[src/rtl/usb_cs_multi.sv]
// USB link control-session controller.
// Send side: hand a packet to the tx engine, wait for the peer's answer, and
// retransmit on NAK or on a silent answer window, up to MAX_RETRY attempts.
// Read side: accept a packet from the rx engine, pick the RAM slot for its data,
// and auto-answer with ACK / NAK / STL.
//
// state     | meaning
// ----------+-----------------------------------------------------------
// IDLE      | post-reset, moves straight to WAIT
// WAIT      | idle between sessions; send request has priority over rx
// SEND_PREP | latch packet type, start a fresh send session
// SEND_DATA | tx engine busy with our packet (fs_tx high)
// RANS_WAIT | answer window, timer counting
// RANS_TAKE | classify the answer and pick the follow-up state
// RANS_DONE | ack the answer to the rx engine (fd_rx high)
// SEND_DONE | report outcome to producer (fd_send high)
// READ_PREP | select rx RAM slot from data_idx
// READ_DATA | ack incoming packet to rx engine (fd_rx high)
// WANS_PREP | latch received type, choose the auto-answer
// WANS_DONE | tx engine sending the answer (fs_tx high)
// READ_DONE | hand received packet to consumer (fs_read high)
module usb_cs_multi #(
    parameter int TIMEOUT   = 128,
    parameter int MAX_RETRY = 16,
    parameter int NUM_SLOT  = 6,
    parameter int SLOT_SIZE = 'h240,
    parameter int ADDR_W    = 12,
    parameter int INIT_ADDR = 'hF00
) (
    input  logic              clk,
    input  logic              rst,
    input  logic              fs_send,
    output logic              fd_send,
    input  logic [3:0]        send_btype,
    output logic [1:0]        send_status,
    output logic [7:0]        retry_cnt,
    output logic              fs_read,
    input  logic              fd_read,
    output logic [3:0]        read_btype,
    input  logic [3:0]        data_idx,
    output logic              fs_tx,
    input  logic              fd_tx,
    output logic [3:0]        tx_btype,
    input  logic              fs_rx,
    output logic              fd_rx,
    input  logic [3:0]        rx_btype,
    output logic [ADDR_W-1:0] rx_ram_init
);

    localparam int TW = (TIMEOUT > 2) ? $clog2(TIMEOUT) : 1;
    localparam logic [TW-1:0] TIMER_LAST = TW'(TIMEOUT - 1);
    localparam logic [ADDR_W-1:0] ADDR_IDLE = ADDR_W'(INIT_ADDR);

    localparam logic [3:0] BT_ACK = 4'h1;
    localparam logic [3:0] BT_NAK = 4'h2;
    localparam logic [3:0] BT_STL = 4'h3;
    localparam logic [3:0] BT_ERR = 4'hF;

    localparam logic [1:0] ST_NONE = 2'b00;
    localparam logic [1:0] ST_ACK  = 2'b01;
    localparam logic [1:0] ST_EXH  = 2'b10;
    localparam logic [1:0] ST_STL  = 2'b11;

    typedef enum logic [3:0] {
        IDLE      = 4'd0,
        WAIT      = 4'd1,
        SEND_PREP = 4'd2,
        SEND_DATA = 4'd3,
        RANS_WAIT = 4'd4,
        RANS_TAKE = 4'd5,
        RANS_DONE = 4'd6,
        SEND_DONE = 4'd7,
        READ_PREP = 4'd8,
        READ_DATA = 4'd9,
        WANS_PREP = 4'd10,
        WANS_DONE = 4'd11,
        READ_DONE = 4'd12
    } state_t;

    state_t            state, state_n;
    state_t            goto_q, goto_n;
    logic [3:0]        tx_btype_n, read_btype_n;
    logic [1:0]        send_status_n;
    logic [7:0]        retry_cnt_n, nak_cnt, nak_cnt_n;
    logic [ADDR_W-1:0] rx_ram_init_n;
    logic [TW-1:0]     timer, timer_n;
    logic              idx_ok, idx_ok_n;
    logic              may_retry;
    logic              slot_valid;
    logic [ADDR_W-1:0] slot_base;

    // retry counter saturates at its maximum value instead of wrapping
    function automatic logic [7:0] sat_inc(input logic [7:0] v);
        return (v == 8'hFF) ? v : v + 8'd1;
    endfunction

    assign may_retry  = 32'(retry_cnt) < 32'(MAX_RETRY);
    assign slot_valid = 32'(data_idx) < 32'(NUM_SLOT);
    assign slot_base  = ADDR_W'(32'(data_idx) * 32'(SLOT_SIZE));

    assign fd_send = (state == SEND_DONE);
    assign fs_read = (state == READ_DONE);
    assign fs_tx   = (state == SEND_DATA) || (state == WANS_DONE);
    assign fd_rx   = (state == RANS_DONE) || (state == READ_DATA);

    // state and datapath registers
    always_ff @(posedge clk or posedge rst) begin
        if (rst) begin
            state       <= IDLE;
            goto_q      <= IDLE;
            tx_btype    <= 4'h0;
            read_btype  <= 4'h0;
            send_status <= ST_NONE;
            retry_cnt   <= 8'd0;
            nak_cnt     <= 8'd0;
            rx_ram_init <= ADDR_IDLE;
            timer       <= '0;
            idx_ok      <= 1'b0;
        end else begin
            state       <= state_n;
            goto_q      <= goto_n;
            tx_btype    <= tx_btype_n;
            read_btype  <= read_btype_n;
            send_status <= send_status_n;
            retry_cnt   <= retry_cnt_n;
            nak_cnt     <= nak_cnt_n;
            rx_ram_init <= rx_ram_init_n;
            timer       <= timer_n;
            idx_ok      <= idx_ok_n;
        end
    end

    // next-state and next-datapath decode
    always_comb begin
        state_n       = state;
        goto_n        = goto_q;
        tx_btype_n    = tx_btype;
        read_btype_n  = read_btype;
        send_status_n = send_status;
        retry_cnt_n   = retry_cnt;
        nak_cnt_n     = nak_cnt;
        rx_ram_init_n = rx_ram_init;
        timer_n       = timer;
        idx_ok_n      = idx_ok;

        case (state)
            IDLE: state_n = WAIT;
            WAIT: begin
                retry_cnt_n   = 8'd0;
                tx_btype_n    = 4'h0;
                rx_ram_init_n = ADDR_IDLE;
                if (fs_send)    state_n = SEND_PREP;
                else if (fs_rx) state_n = READ_PREP;
            end
            SEND_PREP: begin
                tx_btype_n    = send_btype;
                send_status_n = ST_NONE;
                retry_cnt_n   = 8'd1;
                state_n       = SEND_DATA;
            end
            SEND_DATA: begin
                timer_n = '0;
                if (fd_tx) state_n = RANS_WAIT;
            end
            RANS_WAIT: begin
                timer_n = timer + TW'(1);
                // an answer arriving on the last window cycle still counts
                if (fs_rx) begin
                    state_n = RANS_TAKE;
                end else if (timer == TIMER_LAST) begin
                    if (may_retry) begin
                        retry_cnt_n = sat_inc(retry_cnt);
                        state_n     = SEND_DATA;
                    end else begin
                        send_status_n = ST_EXH;
                        state_n       = SEND_DONE;
                    end
                end
            end
            RANS_TAKE: begin
                state_n = RANS_DONE;
                if (rx_btype == BT_ACK) begin
                    goto_n        = SEND_DONE;
                    send_status_n = ST_ACK;
                end else if (rx_btype == BT_STL) begin
                    goto_n        = SEND_DONE;
                    send_status_n = ST_STL;
                end else if (may_retry) begin
                    goto_n      = SEND_DATA;
                    retry_cnt_n = sat_inc(retry_cnt);
                end else begin
                    goto_n        = SEND_DONE;
                    send_status_n = ST_EXH;
                end
            end
            RANS_DONE: if (!fs_rx) state_n = goto_q;
            SEND_DONE: if (!fs_send) state_n = WAIT;
            READ_PREP: begin
                idx_ok_n      = slot_valid;
                rx_ram_init_n = slot_valid ? slot_base : ADDR_IDLE;
                state_n       = READ_DATA;
            end
            READ_DATA: if (!fs_rx) state_n = WANS_PREP;
            WANS_PREP: begin
                read_btype_n = rx_btype;
                state_n      = WANS_DONE;
                if (!idx_ok) begin
                    tx_btype_n = BT_STL;
                end else if ((rx_btype == BT_ERR) &&
                             (32'(nak_cnt) < 32'(MAX_RETRY - 1))) begin
                    tx_btype_n = BT_NAK;
                    nak_cnt_n  = nak_cnt + 8'd1;
                end else begin
                    tx_btype_n = BT_ACK;
                    nak_cnt_n  = 8'd0;
                end
            end
            WANS_DONE: if (fd_tx) state_n = READ_DONE;
            READ_DONE: if (fd_read) state_n = WAIT;
            default:   state_n = IDLE;
        endcase
    end

endmodule

[config.mk]
export PLATFORM = sky130hd
export DESIGN_NAME = usb_cs_multi
export DESIGN_NICKNAME = d
export VERILOG_FILES = /design/src/rtl/usb_cs_multi.sv
export SDC_FILE = /design/constraint.sdc
export NUM_CORES = 1
export LEC_CHECK = 0
export ABC_AREA = 1
export BUFFER_PORTS_ARGS = -buffer_cell sky130_fd_sc_hd__buf_2
export CAP_MARGIN = 10
export CELL_PAD_IN_SITES_DETAIL_PLACEMENT = 1
export CELL_PAD_IN_SITES_GLOBAL_PLACEMENT = 1
export CORE_ASPECT_RATIO = 0.9
export CORE_UTILIZATION = 40
export DETAILED_ROUTE_END_ITERATION = 16
export PLACE_DENSITY_LB_ADDON = 0.25
export SYNTH_ARGS = -nofsm -noshare
export SYNTH_HDL_FRONTEND = slang
export SYNTH_SLANG_ARGS = --single-unit
[constraint.sdc]
create_clock -name clk -period 1.8 [get_ports clk]
set_input_delay 0.18 -clock clk [delete_from_list [all_inputs] [get_ports clk]]
set_output_delay 0.18 -clock clk [all_outputs]
set_load 0.03 [all_outputs]
==> metrics.md, run 1 <==
| Metric | Value |
|---|---|
| TritonCTS clock tree | yes |
| Clock Skew | around 0.0047 ns |
| WL/cell | 13.35 um |
| Netlist cell types | 30 |
| Synth Area in XOR/XNOR | 0.01039 |
| Gp weighted congestion | 0.8066 |
| H-tree Lvls | 2 |
| Placement Rows | 27 |
| Filler Cells Inserted | ~770 |
| GRT Residual Overflow | 0 |
| Multiplexer share of the synthesized area | 0 |
| Clock root cell | clkbuf_8 |
| Status | complete, no violations |
| Yosys warnings | 0 |
| Tmin final | 1.662 ns |
| Buf/Inv on CP | 1 |
| Slew HR | 0.6715 |
| Highest-count cells in the layout ignoring fill and taps | 96 x nand2_1, 45 x buf_2, 39 x inv_1, 39 x dfrtp_1, 30 x nor2_1 |
| Final ANT Viol Nets | 0 |
| Final HPWL from detailed placement | 4870 um |
| Antenna violations before repair | 0 |
| Main combinational cell family by area after synthesis | simple AND/OR/NAND/NOR gates |
| Number of synthesized flops with an enable pin | 0 |
| Pre-antenna DRT Iters | 4 |
| Synth Cell Area | between 0.002 and 0.003 mm2 |
| Sw frac | 0.4503 |
| Drt first-iter violations | 102 |
| Mapped Avg Cell Area | 7.757 um2 |
| Ys async rst share | 1.000 |
| Clk buf depth | 2 |
| P_leak | 1.620 nW |
| # port buffers | 45 |
| Hold Violations, Final | 0 |
| Launch point of the worst reg-to-reg path | state[0]$_DFFE_PP0P_ |
| GRT Util Overall | 0.2058 |
| Final WL | about 6200 um |
| Die width | around 86 um |
| Skew-Pair Late Insertion Delay | roughly 0.3 ns |
| Final setup fails | 0 |
| Setup TNS | 0 ns |
| DRC | 0 |
| Vias | around 2,300 |
| R2R depth | 7 |
| Final Cycle Share | 0.9232 |
| First-pass GRT wire length | 10,750 um |
| Worst hold path startpoint | send_btype[1] |
| P_int | 2.345 mW |
| Register area share after synthesis | 0.4572 |
| Reg2reg setup slack | 0.15 ns |
| TritonCTS Sinks | 46 |
| Critical-path cell list | nand2_1 > nor2_1 > buf_2 |
| Worst path arrival time | 1.48 ns |
| Sequential power share | 0.379 |
| Setup crit end kind | output pin |
| Reg2reg end | state[0]$_DFFE_PP0P_ |
| Hold path cells | 3 |
| Clock power share | 0.183 |
| # Max-Cap Violations | 0 |
| Die area | between 0.006 and 0.007 mm2 |
| Synth Flop Type | dfrtp_1 |
| Peak supply drop | 433.1 uV |
| RSZ-0062 raised after global routing | no |
| Io pins | 52 |
| TritonCTS Buffers | 5 |
| N_diodes | 0 |
| Synth Instances | 326 |
| Crit path max fanout | 6 |
| Mean number of vias per cell | 4.903 |
| Post-Synth Simple-Gate Area | 0.3305 |
| Max Slew Vio Count | 0 |
| Starting Density | 0.4135 |
| Die Y | just under 80 um |
| Adder-Cell Fraction of Synth Area | 0.02474 |
| Final #Nets | roughly 400 |
| Combinational power share | 0.439 |
| Largest net degree at the start of global routing | 31 |
| Vias in the first global route | 2,324 |
| Synthesis-stage register bit count | 46 |
| Layout cells sized above 1 | 0.2269 |
| Psw | a little under 2 mW |
| Area delta synth->final | 17.57% |
| Commonest non-fill, non-tap cell in the layout | nand2_1 |
| Worst-path clk slew | ~0.09 ns |
| Final Core Density | 0.4862 |
| Critical Path Source Type | register |
| Delay-heaviest family, CP | flip-flops |
| PwrDens | 1435 mW/mm2 |
| Worst-margin pin slew | 0.4889 ns |
| Min-delay worst type | in -> reg |
| Cell at the slowest stage of the critical path | dfrtp_1 |
| WS Path Type | reg -> out |
| Synth Area in Compound Gates | 0.08511 |
| Fmax | 601.8 MHz |
| Hold EP | tx_btype[1]$_DFFE_PP0P_ |
| CP max stage delay | about 0.53 ns |
| Critical Path RT | between 1.5 and 2 ns |
| Core area | 0.006115 mm2 |
worst max path at each step:
stage	depth (start not counted)	end	slack, ns	from
after floorplan	7	state[1]$_DFFE_PP0P_	0.19	state[0]$_DFFE_PP0P_
after global placement	9	retry_cnt[5]$_DFFE_PP0P_	0.14	state[2]$_DFFE_PP0P_
after detailed placement	9	retry_cnt[4]$_DFFE_PP0P_	0.10	state[2]$_DFFE_PP0P_
after CTS	5	fd_rx	0.07	state[1]$_DFFE_PP0P_
after global routing	9	retry_cnt[6]$_DFFE_PP0P_	0.0008	state[0]$_DFFE_PP0P_
final	3	fs_tx	0.14	state[0]$_DFFE_PP0P_
power groups by stage:
stage	sequential (mW)	clock [mW]	combinational, mW
after global placement	1.62	0	1.84
after detailed placement	1.63	0	1.89
after global routing	1.66	0.847	2.07
after floorplan	1.88	0	1.14
final	1.62	0.779	1.87
after CTS	1.61	0.813	1.89
cell families (layout without fill, tap and decap cells):
family                     count (synthesis)  after routing
xor gates and xnor gates                   3              3
AOI/OAI and AO/OA                         36             36
other                                      1              6
and+or+nand+nor                          181            181
DFF                                       46             46
buffers and inverters                     54            102
adders and majority gates                  5              5
sequential cells by signal, indices dropped and copies added, names as in the netlist:
signal       count
send_status      2
read_btype       4
timer            7
state            4
retry_cnt        8
nak_cnt          8
goto_q           2
idx_ok           1
tx_btype         4
rx_ram_init      6
area by class of cell:
class	count	area, um2	area share
sequential	46	1160	0.3902
timing repair buffer	47	255.2	0.08586
inverter	47	176.4	0.05934
tap	87	108.9	0.03662
multi-input combinational	231	1162	0.3910
clock inverter	2	37.54	0.01263
clock buffer	6	72.57	0.02441
metal layers:
layer / vias up / routed length, um / global-route usage
met5: - / 0 / 0
met4: 0 / 58 / 0.05000
met2: 35 / 2984 / 0.3424
met1: 1115 / 2965 / 0.2735
met3: 4 / 213 / 0.04468
li1: 1131 / - / -
Yosys cell counts (all sizes together) (2+ instances only):
| cell | number | share of area |
|---|---|---|
| nor2 | 38 | 0.074 |
| nand2 | 102 | 0.16 |
| o31ai | 2 | 0.0079 |
| dfstp | 4 | 0.042 |
| o22ai | 4 | 0.0099 |
| inv | 47 | 0.070 |
| dfrtp | 42 | 0.42 |
| nor3 | 2 | 0.0040 |
| a21oi | 8 | 0.016 |
| ha | 5 | 0.025 |
| o21ai | 17 | 0.034 |
| nand3 | 27 | 0.060 |
| xor2 | 2 | 0.0069 |
| buf | 7 | 0.021 |
| nand4 | 9 | 0.022 |
| a22o | 4 | 0.014 |
stage by stage:
step	hold slack, ns	cells	worst slack, ns	total power, mW	area [um2]
final	0.1019	466	0.1382	4.266	2973
after global routing	0.09130	466	0.0008020	4.585	2973
after CTS	0.08806	466	0.07485	4.320	2969
after detailed placement	0.1878	457	0.1047	3.516	2849
after global placement	0.1909	457	0.1375	3.459	2849
after floorplan	0.2896	331	0.1912	3.011	2547
repair_timing:
action | in CTS | in global routing
endpoints found under the setup margin | 0 | 11
hold buffers | 1 | 0
resized for setup | 0 | 3
endpoints found under the hold margin | 16 | 0
setup buffers | 0 | 0
tightest hold or removal path: cells and delay by family:
kind                   cells  cell delay, ns
and+or+nand+nor            2            0.12
buffers and inverters      1            0.08
(Power assumes the default switching activity.)
==> run 2, diff against run 1 <==
clock period = 1.7 ns   (was 1.8 ns; I/O delays follow)
==> run 2 against run 1 <==
Against the previous run: sequential power up 6%; worst setup slack worse by 0.068 ns; non-clock buffer count up 5; power up 6.1%; die area unchanged; routed wire length up 0.96%; critical path depth up 3; count of clock-buffer cells in the layout up 1; first-iteration DRC count up 12%; clock skew up 0.0030 ns; critical path type is now reg -> reg; highest routed layer unchanged.
==> metrics.md, run 2 (same netlist as run 1, synthesis figures left out) <==
| Metric | Value |
|---|---|
| CP max stage delay | 0.48 ns (-0.05 ns) |
| Core area | 0.006115 mm2 (unchanged) |
| GRT Util Overall | 0.2065 (+0.0006854) |
| Final Cycle Share | 0.9588 |
| Clock Skew | 0.007731 ns (+0.002998 ns) |
| Largest registers | nak_cnt x8, retry_cnt x8, timer x7 |
| Placed Instances | 462 (+1.1%) |
| TritonCTS Buffers | 5 (unchanged) |
| Placement Rows | 27 (unchanged) |
| Final worst slack | 0.07007 ns (-0.06815 ns) |
| RSZ-0062 raised after global routing | yes |
| CP most frequent cell | nand2_1 |
| Largest net degree at the start of global routing | 21 (-32%) |
| H-tree Lvls | 2 (unchanged) |
| # port buffers | 45 (unchanged) |
| Tmin final | 1.630 ns |
| Final HPWL from detailed placement | 4972 um (+2.1%) |
| Setup WS pre-CTS | 0.06361 ns (-0.04104 ns) |
| Final #Nets | 406 (+1.2%) |
| Area delta synth->final | 19.40% |
| Mean number of vias per cell | 4.873 (-0.63%) |
| Highest-count cells in the layout ignoring fill and taps | 95 x nand2_1, 45 x buf_2, 39 x inv_1 |
| Postcts setup bufs | 0 (unchanged) |
| Non-filler instance count after layout | 471 (+1.1%) |
| TritonCTS Sinks | 46 (unchanged) |
| Status | complete, no violations |
| WL/cell | 13.34 um (-0.11%) |
| N_diodes | 0 (unchanged) |
| Design Area, Final | 0.003019 mm2 (+1.6%) |
| Drt first-iter violations | 114 (+12%) |
| Min-delay worst type | in -> reg |
| Skew-Pair Late Insertion Delay | 0.29 ns (about the same) |
| Cell at the slowest stage of the critical path | dfrtp_2 |
| Max Slew Vio Count | 0 (unchanged) |
| Vias in the first global route | 2,298 (-1.1%) |
| GRT Residual Overflow | 0 (unchanged) |
| Hold Violations, Final | 0 (unchanged) |
| Final setup fails | 0 (unchanged) |
| Clk buf depth | 2 (unchanged) |
| Die width | 85.81 um (unchanged) |
| First-pass GRT wire length | 10,960 um (+2.0%) |
| Final WL | 6281 um (+0.96%) |
| Final ANT Viol Nets | 0 (unchanged) |
| Worst path arrival time | 1.82 ns (+0.34 ns) |
| P_leak | 1.647 nW (+1.7%) |
| Fmax | 613.5 MHz |
| Crit path max fanout | 8 (+2) |
| Gp weighted congestion | 0.7930 (-1.7%) |
| Hold path cells | 3 (unchanged) |
| Placed cell area | 0.002887 mm2 (+1.3%) |
| Layout cells sized above 1 | 0.2474 (+0.02048) |
| Worst-path clk slew | 0.09 ns (about the same) |
| Io pins | 52 (unchanged) |
| Critical-path cell list | nor2_1 > nand2_1 > nand2_4 > nand3_4 > nand2_1 > nand2_1 |
| Commonest non-fill, non-tap cell in the layout | nand2_1 |
| WS Path Type | reg -> reg |
| TritonCTS clock tree | yes |
| Critical Path Source Type | register |
| Setup crit end kind | register |
| Setup TNS | 0 ns (unchanged) |
| Die Y | 77.43 um (unchanged) |
| Peak supply drop | 534.4 uV (+23%) |
| Final Core Density | 0.4938 (+0.007571) |
| Clock root cell | clkbuf_8 |
| Starting Density | 0.4135 (unchanged) |
| Die area | 0.006644 mm2 (unchanged) |
| Pre-antenna DRT Iters | 4 (unchanged) |
| R2R depth | 6 (-1) |
| PwrDens | 1500 mW/mm2 (+4.5%) |
| DRC | 0 (unchanged) |
| Worst hold slack | 0.09154 ns (-0.01040 ns) |
| Total Power | 4.528 mW (+6.1%) |
| Antenna violations before repair | 0 (unchanged) |
| Critical Path RT | 1.89 ns (+0.27 ns) |
| # Max-Cap Violations | 0 (unchanged) |
| Vias | 2,295 (+0.44%) |
run 2: layout make-up:
cell class	count	area, um2
tap	87	108.9
timing repair buffer	52	292.8
sequential	46	1161
clock buffer	7	96.34
multi-input combinational	231	1175
clock inverter	1	8.758
inverter	47	176.4
fill	778	3095
run 2: routing by layer:
metal | global-route usage | share of wire | wire length (um)
met1 | 0.2967 | 0.50 | 3115
met2 | 0.3232 | 0.46 | 2913
met3 | 0.04468 | 0.032 | 200
met4 | 0.03833 | 0.0081 | 51
met5 | 0 | 0 | 0
run 2: path summary, 6_finish.rpt:
check                                       startpoint                  endpoint  slack (ns)
worst max-delay path              state[2]$_DFFE_PP0P_  retry_cnt[2]$_DFFE_PP0P_        0.07
worst min-delay path                     send_btype[0]   tx_btype[0]$_DFFE_PP0P_        0.09
worst max register to register    state[2]$_DFFE_PP0P_  retry_cnt[2]$_DFFE_PP0P_        0.07
worst min register to register  nak_cnt[5]$_DFFE_PP0P_    nak_cnt[5]$_DFFE_PP0P_        0.47
max in group asynchronous                          rst      state[1]$_DFFE_PP0P_        0.78
min in group asynchronous                          rst    nak_cnt[7]$_DFFE_PP0P_        0.42
run 2: critical path, delay by kind of cell, from the launching register on:
family | cells | cell delay [ns]
DFF | 1 | 0.48
and+or+nand+nor | 6 | 1.06
run 2: where the power goes:
part | switching (mW) | internal [mW] | total (mW)
sequential | 0.271 | 1.44 | 1.71
combinational | 1.42 | 0.654 | 2.07
clock | 0.373 | 0.373 | 0.746
run 2: repair_timing:
action                     in CTS  in global routing
hold buffers                    1                  0
setup endpoints to repair       1                 13
hold endpoints to repair       14                  0
resized for setup               1                  6
